**config.mk**
```make
export PLATFORM = sky130hd
export DESIGN_NAME = doppler_wipeoff_accum
export DESIGN_NICKNAME = d
export VERILOG_FILES = /design/src/rtl/gps_synth_pkg.sv /design/src/rtl/wipeoff_trig_lut.sv /design/src/rtl/doppler_wipeoff_accum.sv
export SDC_FILE = /design/constraint.sdc
export NUM_CORES = 1
export LEC_CHECK = 0
export ABC_AREA = 0
export CAP_MARGIN = 20
export CORE_UTILIZATION = 58
export CTS_CLUSTER_DIAMETER = 120
export CTS_CLUSTER_SIZE = 20
export DETAILED_ROUTE_END_ITERATION = 7
export DONT_BUFFER_PORTS = 1
export HOLD_SLACK_MARGIN = 0.12
export PLACE_DENSITY = 0.8
export SKIP_CTS_REPAIR_TIMING = 1
export SLEW_MARGIN = 20
export SYNTH_ARGS = -nofsm -noshare
export SYNTH_HDL_FRONTEND = slang
export SYNTH_SLANG_ARGS = --single-unit
```
**constraint.sdc**
```tcl
create_clock -name clk -period 6.2 [get_ports clk]
set_input_delay 0.31 -clock clk [delete_from_list [all_inputs] [get_ports clk]]
set_output_delay 0.31 -clock clk [all_outputs]
set_load 0.02 [all_outputs]
```
**src/rtl/gps_synth_pkg.sv**
```systemverilog
// ============================================================================
//  Module      : gps_synth_pkg
//  Description : Shared constants, sample/product types and the quarter-wave
//                cosine table used by the Doppler wipe-off datapath.
//  Revision    : 1.0 - initial release
// ============================================================================
`default_nettype none

package gps_synth_pkg;

    localparam int c_LUT_DEPTH = 64;
    localparam int c_LUT_IDX_W = 6;
    localparam int c_SAMPLE_W  = 6;
    localparam int c_PROD_W    = 13;
    localparam int c_LUT_AMP   = 31;

    typedef logic signed [c_SAMPLE_W-1:0] sample_t;
    typedef logic signed [c_PROD_W-1:0]   prod_t;

    // round(31*cos(2*pi*a/64)) for a = 0..16 (first quadrant)
    function automatic sample_t quarter_cos(input logic [c_LUT_IDX_W-1:0] a);
        sample_t v;
        v = '0;
        case (a)
            6'd0:    v = sample_t'(c_LUT_AMP);
            6'd1:    v = 6'sd31;
            6'd2:    v = 6'sd30;
            6'd3:    v = 6'sd30;
            6'd4:    v = 6'sd29;
            6'd5:    v = 6'sd27;
            6'd6:    v = 6'sd26;
            6'd7:    v = 6'sd24;
            6'd8:    v = 6'sd22;
            6'd9:    v = 6'sd20;
            6'd10:   v = 6'sd17;
            6'd11:   v = 6'sd15;
            6'd12:   v = 6'sd12;
            6'd13:   v = 6'sd9;
            6'd14:   v = 6'sd6;
            6'd15:   v = 6'sd3;
            default: v = '0;
        endcase
        return v;
    endfunction

    // Full-circle cosine built from the first quadrant by symmetry
    function automatic sample_t lut_cos(input logic [c_LUT_IDX_W-1:0] m);
        sample_t v;
        v = '0;
        if (m <= 6'd16)
            v = quarter_cos(m);
        else if (m <= 6'd32)
            v = -quarter_cos(6'd32 - m);
        else if (m <= 6'd48)
            v = -quarter_cos(m - 6'd32);
        else
            v = quarter_cos(6'd0 - m);
        return v;
    endfunction

endpackage

`default_nettype wire

```
**src/rtl/wipeoff_trig_lut.sv**
```systemverilog
// ============================================================================
//  Module      : wipeoff_trig_lut
//  Description : Registered 64-entry cos/sin table, one-cycle latency.
//                sin(m) is read as cos(m - 16), a quarter turn back.
//  Revision    : 1.0 - initial release
// ============================================================================
`default_nettype none

module wipeoff_trig_lut
    import gps_synth_pkg::*;
(
    input  logic                   clk,
    input  logic [c_LUT_IDX_W-1:0] i_idx,
    output sample_t                o_cos,
    output sample_t                o_sin
);

    logic [c_LUT_IDX_W-1:0] w_sin_idx;
    sample_t                r_cos;
    sample_t                r_sin;

    assign w_sin_idx = i_idx - c_LUT_IDX_W'(c_LUT_DEPTH / 4);

    // Table read registered; contents are pure data so no reset is needed
    always_ff @(posedge clk) begin
        r_cos <= lut_cos(i_idx);
        r_sin <= lut_cos(w_sin_idx);
    end

    assign o_cos = r_cos;
    assign o_sin = r_sin;

endmodule

`default_nettype wire

```
**src/rtl/doppler_wipeoff_accum.sv**
```systemverilog
// ============================================================================
//  Module      : doppler_wipeoff_accum
//  Description : Carrier wipe-off (multiply by e^-j*theta from an NCO) and
//                integrate-and-dump of 6-bit I/Q samples. Three-stage pipe:
//                LUT read, complex multiply, accumulate/dump.
//  Revision    : 1.0 - initial release
// ============================================================================
`default_nettype none

module doppler_wipeoff_accum
    import gps_synth_pkg::*;
#(
    parameter int PHASE_W = 32,
    parameter int ACC_W   = 32
) (
    input  logic                  clk,
    input  logic                  reset,
    input  logic                  start,
    input  logic                  dv_in,
    input  logic signed [5:0]     i_in,
    input  logic signed [5:0]     q_in,
    input  logic [PHASE_W-1:0]    freq,
    input  logic [15:0]           dump_len,
    input  logic                  out_ready,
    output logic                  out_valid,
    output logic signed [ACC_W-1:0] i_acc,
    output logic signed [ACC_W-1:0] q_acc,
    output logic                  overrun
);

    // ---------------- stage 0: phase / sample count ----------------
    logic [PHASE_W-1:0]     r_phase;
    logic [15:0]            r_cnt;
    logic [15:0]            r_len;
    logic [15:0]            w_len_in;
    logic [15:0]            w_len_cur;
    logic [15:0]            w_cnt_cur;
    logic [PHASE_W-1:0]     w_phase_cur;
    logic                   w_last;
    logic [c_LUT_IDX_W-1:0] w_idx;

    // A start in the same cycle as dv_in makes that sample k=0 of the new block
    assign w_len_in    = (dump_len == 16'd0) ? 16'd1 : dump_len;
    assign w_len_cur   = start ? w_len_in : r_len;
    assign w_cnt_cur   = start ? 16'd0 : r_cnt;
    assign w_phase_cur = start ? '0 : r_phase;
    assign w_last      = (w_cnt_cur == (w_len_cur - 16'd1));
    assign w_idx       = w_phase_cur[PHASE_W-1 -: c_LUT_IDX_W];

    // Advance phase and sample count per accepted sample; relatch block length at dumps
    always_ff @(posedge clk) begin
        if (!reset) begin
            r_phase <= '0;
            r_cnt   <= '0;
            r_len   <= w_len_in;
        end else if (dv_in) begin
            r_phase <= w_phase_cur + freq;
            if (w_last) begin
                r_cnt <= '0;
                r_len <= w_len_in;
            end else begin
                r_cnt <= w_cnt_cur + 16'd1;
                r_len <= w_len_cur;
            end
        end else if (start) begin
            r_phase <= '0;
            r_cnt   <= '0;
            r_len   <= w_len_in;
        end
    end

    // ---------------- stage 1: LUT read ----------------
    logic    r_s1_vld;
    logic    r_s1_last;
    sample_t r_s1_i;
    sample_t r_s1_q;
    sample_t w_cos;
    sample_t w_sin;

    wipeoff_trig_lut u_lut (
        .clk   (clk),
        .i_idx (w_idx),
        .o_cos (w_cos),
        .o_sin (w_sin)
    );

    // Carry the sample alongside the table read; start leaves only a coincident new sample
    always_ff @(posedge clk) begin
        if (!reset) begin
            r_s1_vld  <= 1'b0;
            r_s1_last <= 1'b0;
            r_s1_i    <= '0;
            r_s1_q    <= '0;
        end else begin
            r_s1_vld  <= dv_in;
            r_s1_last <= dv_in & w_last;
            r_s1_i    <= i_in;
            r_s1_q    <= q_in;
        end
    end

    // ---------------- stage 2: complex multiply ----------------
    logic  r_s2_vld;
    logic  r_s2_last;
    prod_t r_s2_ip;
    prod_t r_s2_qp;
    prod_t w_ip;
    prod_t w_qp;

    // (I + jQ) * (C - jS)
    assign w_ip = prod_t'(r_s1_i) * prod_t'(w_cos) + prod_t'(r_s1_q) * prod_t'(w_sin);
    assign w_qp = prod_t'(r_s1_q) * prod_t'(w_cos) - prod_t'(r_s1_i) * prod_t'(w_sin);

    // Register mixed products; a start drops whatever was in the LUT stage
    always_ff @(posedge clk) begin
        if (!reset) begin
            r_s2_vld  <= 1'b0;
            r_s2_last <= 1'b0;
            r_s2_ip   <= '0;
            r_s2_qp   <= '0;
        end else begin
            r_s2_vld  <= r_s1_vld & ~start;
            r_s2_last <= r_s1_last;
            r_s2_ip   <= w_ip;
            r_s2_qp   <= w_qp;
        end
    end

    // ---------------- stage 3: integrate and dump ----------------
    logic signed [ACC_W-1:0] r_acc_i;
    logic signed [ACC_W-1:0] r_acc_q;
    logic signed [ACC_W-1:0] w_sum_i;
    logic signed [ACC_W-1:0] w_sum_q;
    logic                    w_new;

    assign w_sum_i = r_acc_i + ACC_W'(r_s2_ip);
    assign w_sum_q = r_acc_q + ACC_W'(r_s2_qp);
    assign w_new   = r_s2_vld & r_s2_last & ~start;

    // Integrators wrap on overflow and restart at zero after the dump sample
    always_ff @(posedge clk) begin
        if (!reset || start) begin
            r_acc_i <= '0;
            r_acc_q <= '0;
        end else if (r_s2_vld) begin
            if (r_s2_last) begin
                r_acc_i <= '0;
                r_acc_q <= '0;
            end else begin
                r_acc_i <= w_sum_i;
                r_acc_q <= w_sum_q;
            end
        end
    end

    // ---------------- output register / handshake ----------------
    logic                    r_out_valid;
    logic                    r_overrun;
    logic signed [ACC_W-1:0] r_out_i;
    logic signed [ACC_W-1:0] r_out_q;

    // Load a finished block unless an unaccepted result is still held
    always_ff @(posedge clk) begin
        if (!reset) begin
            r_out_valid <= 1'b0;
            r_overrun   <= 1'b0;
            r_out_i     <= '0;
            r_out_q     <= '0;
        end else begin
            r_overrun <= 1'b0;
            if (w_new) begin
                if (r_out_valid && !out_ready) begin
                    r_overrun <= 1'b1;
                end else begin
                    r_out_valid <= 1'b1;
                    r_out_i     <= w_sum_i;
                    r_out_q     <= w_sum_q;
                end
            end else if (r_out_valid && out_ready) begin
                r_out_valid <= 1'b0;
            end
        end
    end

    assign out_valid = r_out_valid;
    assign overrun   = r_overrun;
    assign i_acc     = r_out_i;
    assign q_acc     = r_out_q;

endmodule

`default_nettype wire

```
* Word level (Yosys, flattened, before mapping)
Memory sizes are Yosys's and may differ from the RTL's.
Index checks and enable logic that the tools add are counted.
W data, S select, Z words.
** Cells by class
- $add $sub $neg :: 18
- Multiply operators :: 4
- Magnitude comparators :: 6
- Equal/unequal tests :: 2
- Muxes and demuxes :: 40
- Bitwise operators :: 6
- Reductions and logical operators :: 18
** Operators with widths (count)
- $mux W6 :: 24
- $mux W16 :: 8
- $mux W32 :: 4
- $add A32 B13 Y32 :: 2
- $mul A6 B6 Y12 :: 4
- $add A32 B32 Y32 :: 1
- $le A6 B6 Y1 const B :: 4
- $neg A6 Y6 :: 4
- $add A16 B1 Y16 const B :: 1
- $eq A16 B16 Y1 :: 1
- $logic_not A16 Y1 :: 1
- $logic_not A2 Y1 :: 8
- $sub A16 B1 Y16 const B :: 1
- $add A12 B12 Y13 :: 1
- $sub A12 B12 Y13 :: 1
- $le A6 B5 Y1 const B :: 2
- $sub A1 B6 Y6 const A :: 2
- $sub A6 B6 Y6 const A :: 2
- $sub A6 B6 Y6 const B :: 2
- $reduce_and A2 Y1 :: 3
- $sub A6 B5 Y6 const B :: 1
- $and A1 B1 Y1 :: 4
- $mux W1 :: 4
- $logic_and A1 B1 Y1 :: 2
- other kinds (5) :: 7
** Word-level totals
- Bits in registers :: 248
- Bits in read-only memories :: 640
- Bits of input ports :: 65
- Logic and storage cells :: 121
- Memories kept :: 8
** Memories
- (name not given) :: words 16, bits a word 5, read ports 1, clocked after Yosys merged registers in 0, write ports 0, line gps_synth_pkg.sv:24 : case (a)
- (name not given) :: words 16, bits a word 5, read ports 1, clocked after Yosys merged registers in 0, write ports 0, line gps_synth_pkg.sv:24
- (name not given) :: words 16, bits a word 5, read ports 1, clocked after Yosys merged registers in 0, write ports 0, line gps_synth_pkg.sv:24
- (name not given) :: words 16, bits a word 5, read ports 1, clocked after Yosys merged registers in 0, write ports 0, line gps_synth_pkg.sv:24
- (name not given) :: words 16, bits a word 5, read ports 1, clocked after Yosys merged registers in 0, write ports 0, line gps_synth_pkg.sv:24
- (name not given) :: words 16, bits a word 5, read ports 1, clocked after Yosys merged registers in 0, write ports 0, line gps_synth_pkg.sv:24
- +2 memories

* Depth between registers and ports, before layout
Gate-level depths: netlist of run 1.
- Depth in word-level cells :: 12
- Depth in mapped cells :: 23

* By module
A second synthesis of run 1 with hierarchy kept.
** Unflattened totals
- Cells, all modules :: 2484
- Area total of the unflattened synthesis :: 21139.0 sq um
** Modules (own cells, without submodules)
- doppler_wipeoff_accum :: instances 1, cells an instance 2270, area each 19479.9 sq um, sequential area each 4724.5 sq um
- wipeoff_trig_lut :: instances 1, cells an instance 214, area each 1659.1 sq um, sequential area each 240.2 sq um

* Worst setup path before layout of run 1
Ideal clock, no wire load.
- Path kind :: register to register
- From :: register u_lut.r_cos[5] (netlist: u_lut.o_cos[5])
- To :: register r_s2_ip[12]
- Setup time :: 0.128 ns
- Arrival :: 5.159 ns
- Required time :: 6.072 ns
- Slack :: 0.914 ns
- Stages on the path, launching flop included :: 21
- Buffers on the path :: 1
- Period minus slack after synthesis :: 5.286 ns
- Path through :: dfxtp_1 clkbuf_1 nand2b_1 fa_1 inv_1 fa_1 inv_1 fa_1 fa_1 fa_1 inv_1 fa_1 ha_1 a21oi_1 o21bai_1 a21oi_1 o21bai_1 a21oi_1 o21ai_0 xnor2_1 nor2_1
** On the way
- Longest elaborated chain between the ends :: 2
** RTL lines
- start: declaration :: line wipeoff_trig_lut.sv:19 : sample_t r_cos;
- start signal: assignment :: line wipeoff_trig_lut.sv:26 : r_cos <= lut_cos(i_idx);
- $mul A6 B6 Y12 :: line doppler_wipeoff_accum.sv:111 : assign w_ip = prod_t'(r_s1_i) * prod_t'(w_cos) + prod_t'(r_s1_q) * prod_t'(w_sin);
- $add A12 B12 Y13 :: line doppler_wipeoff_accum.sv:111
- end signal: assignment :: line doppler_wipeoff_accum.sv:124 : r_s2_ip <= w_ip;
- end: declaration :: line doppler_wipeoff_accum.sv:105 : prod_t r_s2_ip;
Every way passes these cells.
A chain may end at the register's enable or synchronous reset.

* Worst setup path in the final report of run 1
- From :: register r_s1_q[2]
- To :: register r_s2_qp[12]
** On the way
- Longest elaborated chain between the ends :: 2
** RTL lines
- start: declaration :: line doppler_wipeoff_accum.sv:76 : sample_t r_s1_q;
- start signal: assignment :: line doppler_wipeoff_accum.sv:98 : r_s1_q <= q_in;
- $mul A6 B6 Y12 :: line doppler_wipeoff_accum.sv:112 : assign w_qp = prod_t'(r_s1_q) * prod_t'(w_cos) - prod_t'(r_s1_i) * prod_t'(w_sin);
- $sub A12 B12 Y13 :: line doppler_wipeoff_accum.sv:112
- end signal: assignment :: line doppler_wipeoff_accum.sv:125 : r_s2_qp <= w_qp;
- end: declaration :: line doppler_wipeoff_accum.sv:106 : prod_t r_s2_qp;
Every way passes these cells.

==> reports/results.ini, run 1 <==
[logic_synthesis]
synth_area_leader_cell = dfxtp_1
yosys_warnings = 0
synth_cells = 2533
yosys.area_share.simple_pct = 19.7
synth_mux_area_share_pct = 2.63
synth.avg_cell_area_um2 = 8.41
synthAdderAreaFrac_pct = 25.6
synth_top_family_by_area = adder cells
netlist_top_cells_area = dfxtp_1 (23%), fa_1 (14%), ha_1 (12%), nand2_1 (4.9%), xnor2_1 (4.8%)
syn_area_um2 = 21300
synth_xor_area_share_pct = 6.50
synth-seq-area-share_pct = 23.3
synthArstFlopShare_pct = 0
synthDistinctLibCells = 83
ys.flop_type = dfxtp_1
synth_enable_flop_cells = 0
synth_compound_area_share_pct = 15.8
synthDominantCellAreaShare_pct = 23.3
ys_ff_latch = 248
synthesis.nets = 2947

[critical_path]
arrival_ns = 6.03
critPathMaxFanout = 12
reg2reg_slack_ns = 0.53
crit_required_ns = 6.56
crit_type = flop to flop
reg2reg_to = r_s2_qp[12]
r2r-start = r_s1_q[2]
end_kind = flop
r2r_cells = 20
startpoint_type = flop

[global_routing]
grt_pass1_wl_um = 81500
grtUsageTotal_pct = 25.9
grt_pass1_vias = 16940
grt.overflow.total = 0
grt_max_degree = 82
grt_antenna_before_repair = 0

[layout]
layout-drive-gt1-share_pct = 2.81
multi_input_area_um2 = 15000
finalNonFillerCells = 2957
regArea_um2 = 4960
fill_cells = 3014
area_delta_synth_final_pct = 5.25
nets = 2906
layout_commonest_cell = nand2_1
final_cell_mix = nand2_1 (277), inv_1 (250), dfxtp_1 (248), ha_1 (203), a21oi_1 (195)

[power]
p_leak_uw = 0.0103
power-per-cell-area_nw_per_um2 = 321
ir_worst_vdd_v = 0.000482

[min_path]
worstHoldEndpoint = r_cnt[2]
min_from = reset
holdPathStages = 3
min_path_type = primary input to flop

[sta]
tns_ns = 0
slew_violations = 0
setup_violations = 0
worstMarginPinSlew_ns = 1.06
post-route-min-period_ns = 5.67
rsz0062_at_grt = false
finClkSkew_ns = 0.0179
finalCritPeriodShare_pct = 91.4
fmax_ghz = 0.176
max_slew_margin_pct = 29.3
final_hold_viol_count = 0
holdWs_ns = 0.0791

[run_status]
outcome = completed

[routing]
vias = 17389
drc = 0
routed_wirelength_um = 49300
dr.pass1.iters = 5
ant_nets = 0
post_drt_wl_per_cell_um = 16.7
via_per_inst = 5.88
drt_iter0_markers = 941

[placement]
place_inst = 2901
gp_congestion = 0.965
place_hpwl_um = 36500
port_buffers = 0

[floorplan]
ios = 131
die_area_um2 = 37500
die_w_um = 194
start_util_pct = 59.5
core_um2 = 35800
rows = 69
die_height_um = 194

[cts]
cts_buffers = 16
clock-sinks = 248
clk_latency_ns = 0.51
cts_htree_levels = 1
clk_pin_slew_ns = 0.10
cts_tree = yes
cts_root_buffer = clkbuf_16
cts.path.max_buffers = 3

[run]
maxCapViolations = 0

-- registers in the layout, summed over array words and instances, names as in the netlist --
register	count
i_acc	32
out_valid	1
overrun	1
q_acc	32
r_acc_i	32
r_acc_q	32
r_cnt	16
r_len	16
r_phase	32
r_s1_i	6
r_s1_last	1
r_s1_q	6
r_s1_vld	1
r_s2_ip	13
r_s2_last	1
r_s2_qp	13
r_s2_vld	1
u_lut.o_cos	6
u_lut.o_sin	6
-- cells in the mapped netlist (4+ instances only) --
cell type / n
a211o_1: 5
a211oi_1: 15
a21o_1: 64
a21oi_1: 195
a221o_1: 5
a221oi_1: 8
a22o_1: 23
a31oi_1: 14
a41oi_1: 4
and2_1: 105
and3_1: 22
and4_1: 8
buf_1: 7
buf_2: 4
buf_6: 4
clkbuf_1: 87
dfxtp_1: 248
fa_1: 146
ha_1: 203
inv_1: 251
mux2_4: 12
mux2i_1: 32
nand2_1: 278
nand2b_1: 31
nand3_1: 38
nand3b_1: 5
nand4_1: 18
nand4b_1: 4
nor2_1: 176
nor2b_1: 77
nor3_1: 49
nor3b_1: 10
nor4_1: 4
o211ai_1: 16
o21a_1: 16
o21ai_0: 64
o21ai_1: 12
o21bai_1: 23
o221ai_1: 6
o22ai_1: 8
o31ai_1: 8
o32ai_1: 7
or3_1: 12
xnor2_1: 116
xor2_1: 42
-- critical path, stage by stage (launching register included) --
cell	delay [ns]
dfxtp_1	0.67
nand2_1	0.16
fa_1	0.56
inv_1	0.04
ha_1	0.30
fa_1	0.49
fa_1	0.55
inv_1	0.05
fa_1	0.48
inv_1	0.04
ha_1	0.26
ha_1	0.32
a21oi_1	0.21
o21bai_1	0.09
a21oi_1	0.21
o21bai_1	0.10
a21oi_1	0.21
o21ai_0	0.16
o41ai_1	0.36
xnor2_1	0.18
nor2_1	0.07
-- report_power, final --
part,switching (uW),leakage [uW],internal (uW)
registers,136,0.00202,1730
logic,2330,0.00803,1880
clock network,568,0.000239,548
total,3040,0.0103,4150
-- metrics by stage --
step / total power (uW) / worst slack [ns] / utilization [%] / cell area (um2)
after detailed placement: 6030 / 0.580 / 60.2 / 21600
after floorplan: 5200 / 0.914 / - / 21300
after global routing: 7880 / 0.250 / 62.6 / 22400
final: 7190 / 0.532 / 62.6 / 22400
after CTS: 7190 / 0.551 / 61.5 / 22000
after global placement: 5830 / 0.764 / 60.1 / 21500
-- worst max path at each step --
| stage | to | cells after the start | from |
|---|---|---|---|
| 2_1_floorplan | r_s2_ip[12] | 20 | u_lut.o_cos[5] |
| 3_3_place_gp | r_s2_qp[12] | 16 | u_lut.o_sin[0] |
| 3_5_place_dp | r_s2_qp[12] | 16 | u_lut.o_sin[0] |
| 4_1_cts | r_s2_qp[12] | 16 | u_lut.o_sin[0] |
| 5_1_grt | r_s2_ip[12] | 19 | u_lut.o_cos[0] |
| 6_report | r_s2_qp[12] | 20 | r_s1_q[2] |
-- cells by family (layout without fill, tap and decap cells) --
group	count (synthesis)	count (layout)
and+or+nand+nor	852	852
AOI/OAI and AO/OA	523	523
buffers and inverters	354	316
adders and majority gates	349	349
DFF	248	248
xor gates and xnor gates	158	158
muxes	49	49
other	0	1
-- per-layer routing --
metal / vias up / share of wire (%) / routed length [um] / track usage (%)
met3: 73 / 6.1 / 3020 / 2.97
met4: 0 / 1.8 / 896 / 6.49
met2: 548 / 49 / 24100 / 45.5
li1: 8458 / - / - / -
met1: 8310 / 43 / 21200 / 33.8
met5: - / 0 / 0 / 0
-- final cells by class --
| cell class | instances | area share (%) |
|---|---|---|
| diodes | 1 | 0.0112 |
| flip-flops and latches | 248 | 22.1 |
| multi-input cells | 1931 | 66.9 |
| inverters | 252 | 4.22 |
| well taps | 461 | 2.57 |
| clock buffers | 18 | 1.96 |
| clock inverters | 3 | 0.179 |
| repair buffers | 43 | 2.04 |
Power figures use the tool's default switching activity.
==> inputs of run 2 (changes only) <==
--- a/config.mk
+++ b/config.mk
@@ -7,6 +7,7 @@
 export LEC_CHECK = 0
 export ABC_AREA = 0
 export CAP_MARGIN = 20
+export CORE_ASPECT_RATIO = 1.2
 export CORE_UTILIZATION = 58
 export CTS_CLUSTER_DIAMETER = 120
 export CTS_CLUSTER_SIZE = 20
==> reports/results.ini, run 2 (synthesis gave the netlist of run 1 again) <==
[sta]
finalCritPeriodShare_pct = 91.1  ; -0.34 points
worstMarginPinSlew_ns = 1.03  ; -0.0249 ns
finClkSkew_ns = 0.0148  ; -0.00312 ns
post-route-min-period_ns = 5.65  ; -0.0211 ns
final_hold_viol_count = 0  ; unchanged
rsz0062_at_grt = false
tns_ns = 0  ; unchanged
setup_violations = 0  ; unchanged
max_slew_margin_pct = 31.0  ; +1.7 points
fmax_ghz = 0.177  ; +0.37%
slew_violations = 0  ; unchanged

[layout]
layout-drive-gt1-share_pct = 2.73  ; -0.078 points
nets = 2907  ; +0.034%
layout_commonest_cell = nand2_1
diodes = 0  ; -1
regArea_um2 = 4960  ; unchanged
final_core_util_pct = 62.1  ; -0.49 points
multi_input_area_um2 = 15000  ; about the same
final_cell_mix = nand2_1 (277), inv_1 (250), dfxtp_1 (248), ha_1 (203), a21oi_1 (195)
fill_cells = 3080  ; +2.2%
area_delta_synth_final_pct = 5.04

[cts]
clk_latency_ns = 0.52  ; about the same
cts_root_buffer = clkbuf_16
cts_buffers = 16  ; unchanged
cts.path.max_buffers = 3  ; unchanged
cts_htree_levels = 1  ; unchanged
clk_pin_slew_ns = 0.09  ; about the same
clock-sinks = 248  ; unchanged
cts_tree = yes

[min_path]
holdPathStages = 2  ; -1
min_from = reset
min_path_type = primary input to flop

[floorplan]
ios = 131  ; unchanged
die_height_um = 212  ; +9.4%
die_area_um2 = 37500  ; about the same
die_w_um = 177  ; -8.6%
start_util_pct = 59.1  ; -0.35 points
rows = 76  ; +10%
core_um2 = 36000  ; +0.59%

[routing]
ant_nets = 0  ; unchanged
via_per_inst = 5.82  ; -1.1%
post_drt_wl_per_cell_um = 16.7  ; +0.12%
drt_iter0_markers = 969  ; +3.0%
routed_wirelength_um = 49400  ; +0.25%
drc = 0  ; unchanged
dr.pass1.iters = 6  ; +1
vias = 17223  ; -0.95%

[critical_path]
end_kind = flop
r2r_cells = 16  ; -20%
crit_required_ns = 6.57  ; about the same
crit_type = flop to flop
r2r-start = u_lut.o_sin[0]
arrival_ns = 6.02  ; about the same
crit_path_start = u_lut.o_sin[0]
startpoint_type = flop
reg2reg_slack_ns = 0.55  ; +0.02 ns
critPathMaxFanout = 12  ; unchanged

[placement]
place_hpwl_um = 36800  ; +0.80%
port_buffers = 0  ; unchanged
gp_congestion = 0.973  ; +0.82%

[global_routing]
grt.overflow.total = 0  ; unchanged
grtUsageTotal_pct = 26.2  ; +0.37 points
grt_antenna_before_repair = 0  ; unchanged
grt_max_degree = 82  ; unchanged
grt_pass1_vias = 17064  ; +0.73%
grt_pass1_wl_um = 80700  ; -0.91%

[run]
maxCapViolations = 0  ; unchanged

[power]
power-per-cell-area_nw_per_um2 = 318  ; -0.91%
p_leak_uw = 0.0103  ; -0.22%
ir_worst_vdd_v = 0.000362  ; -25%

[run_status]
outcome = completed

==> run 2: cell count changes in the layout (fill, tap and decap cells not counted), sizes merged <==
cell    before  now
buf         12   13
bufinv       1    0
clkbuf      18   17
clkinv       3    2
diode        1    0
==> run 2: cell type report <==
cell class              instances  area share (%)
multi-input cells            1931            67.0
inverters                     252            4.23
well taps                     468            2.62
clock buffers                  17            1.90
clock inverters                 1          0.0727
flip-flops and latches        248            22.2
repair buffers                 44            1.99
==> run 2: per-layer routing <==
metal	vias to the layer above	part of all wire (%)	GRT usage, %
met3	116	4.8	2.89
li1	8414	-	-
met4	0	3.5	9.75
met2	470	50	47.7
met5	-	0	0
met1	8223	42	31.5
==> run 2: through the flow <==
step / hold WS, ns / setup WS (ns) / cells / cell area, um2 / total power, uW
finish: 0.129 / 0.553 / 2961 / 22400 / 7110
global placement: 0.417 / 0.766 / 2909 / 21600 / 5810
CTS: -0.135 / 0.556 / 2927 / 22000 / 7120
global route: 0.124 / 0.259 / 2961 / 22400 / 7800
floorplan: 0.412 / 0.914 / 2533 / 21300 / 5200
detailed placement: 0.419 / 0.588 / 2909 / 21600 / 6030
==> run 2: power breakdown <==
group / leakage, uW / switching [uW] / internal, uW / total [uW]
logic: 0.00803 / 2310 / 1880 / 4190
clock network: 0.000216 / 565 / 494 / 1060
registers: 0.00202 / 132 / 1730 / 1860
==> run 2: path summary, 6_finish.rpt <==
check	end
hold reg to reg	r_acc_i[29]
setup / recovery	r_s2_qp[12]
hold / removal	r_phase[31]
setup reg to reg	r_s2_qp[12]
==> run 2: critical path: stages (launching register included) <==
cell and delay [ns]:
dfxtp_1 0.60, and2_1 0.41, fa_1 0.47, inv_1 0.09
fa_1 0.45, fa_1 0.57, fa_1 0.42, fa_1 0.50
fa_1 0.41, ha_1 0.30, a21oi_1 0.21, o21bai_1 0.08
a21oi_1 0.24, o21ai_0 0.16, o41ai_1 0.36, xnor2_1 0.17
nor2_1 0.05
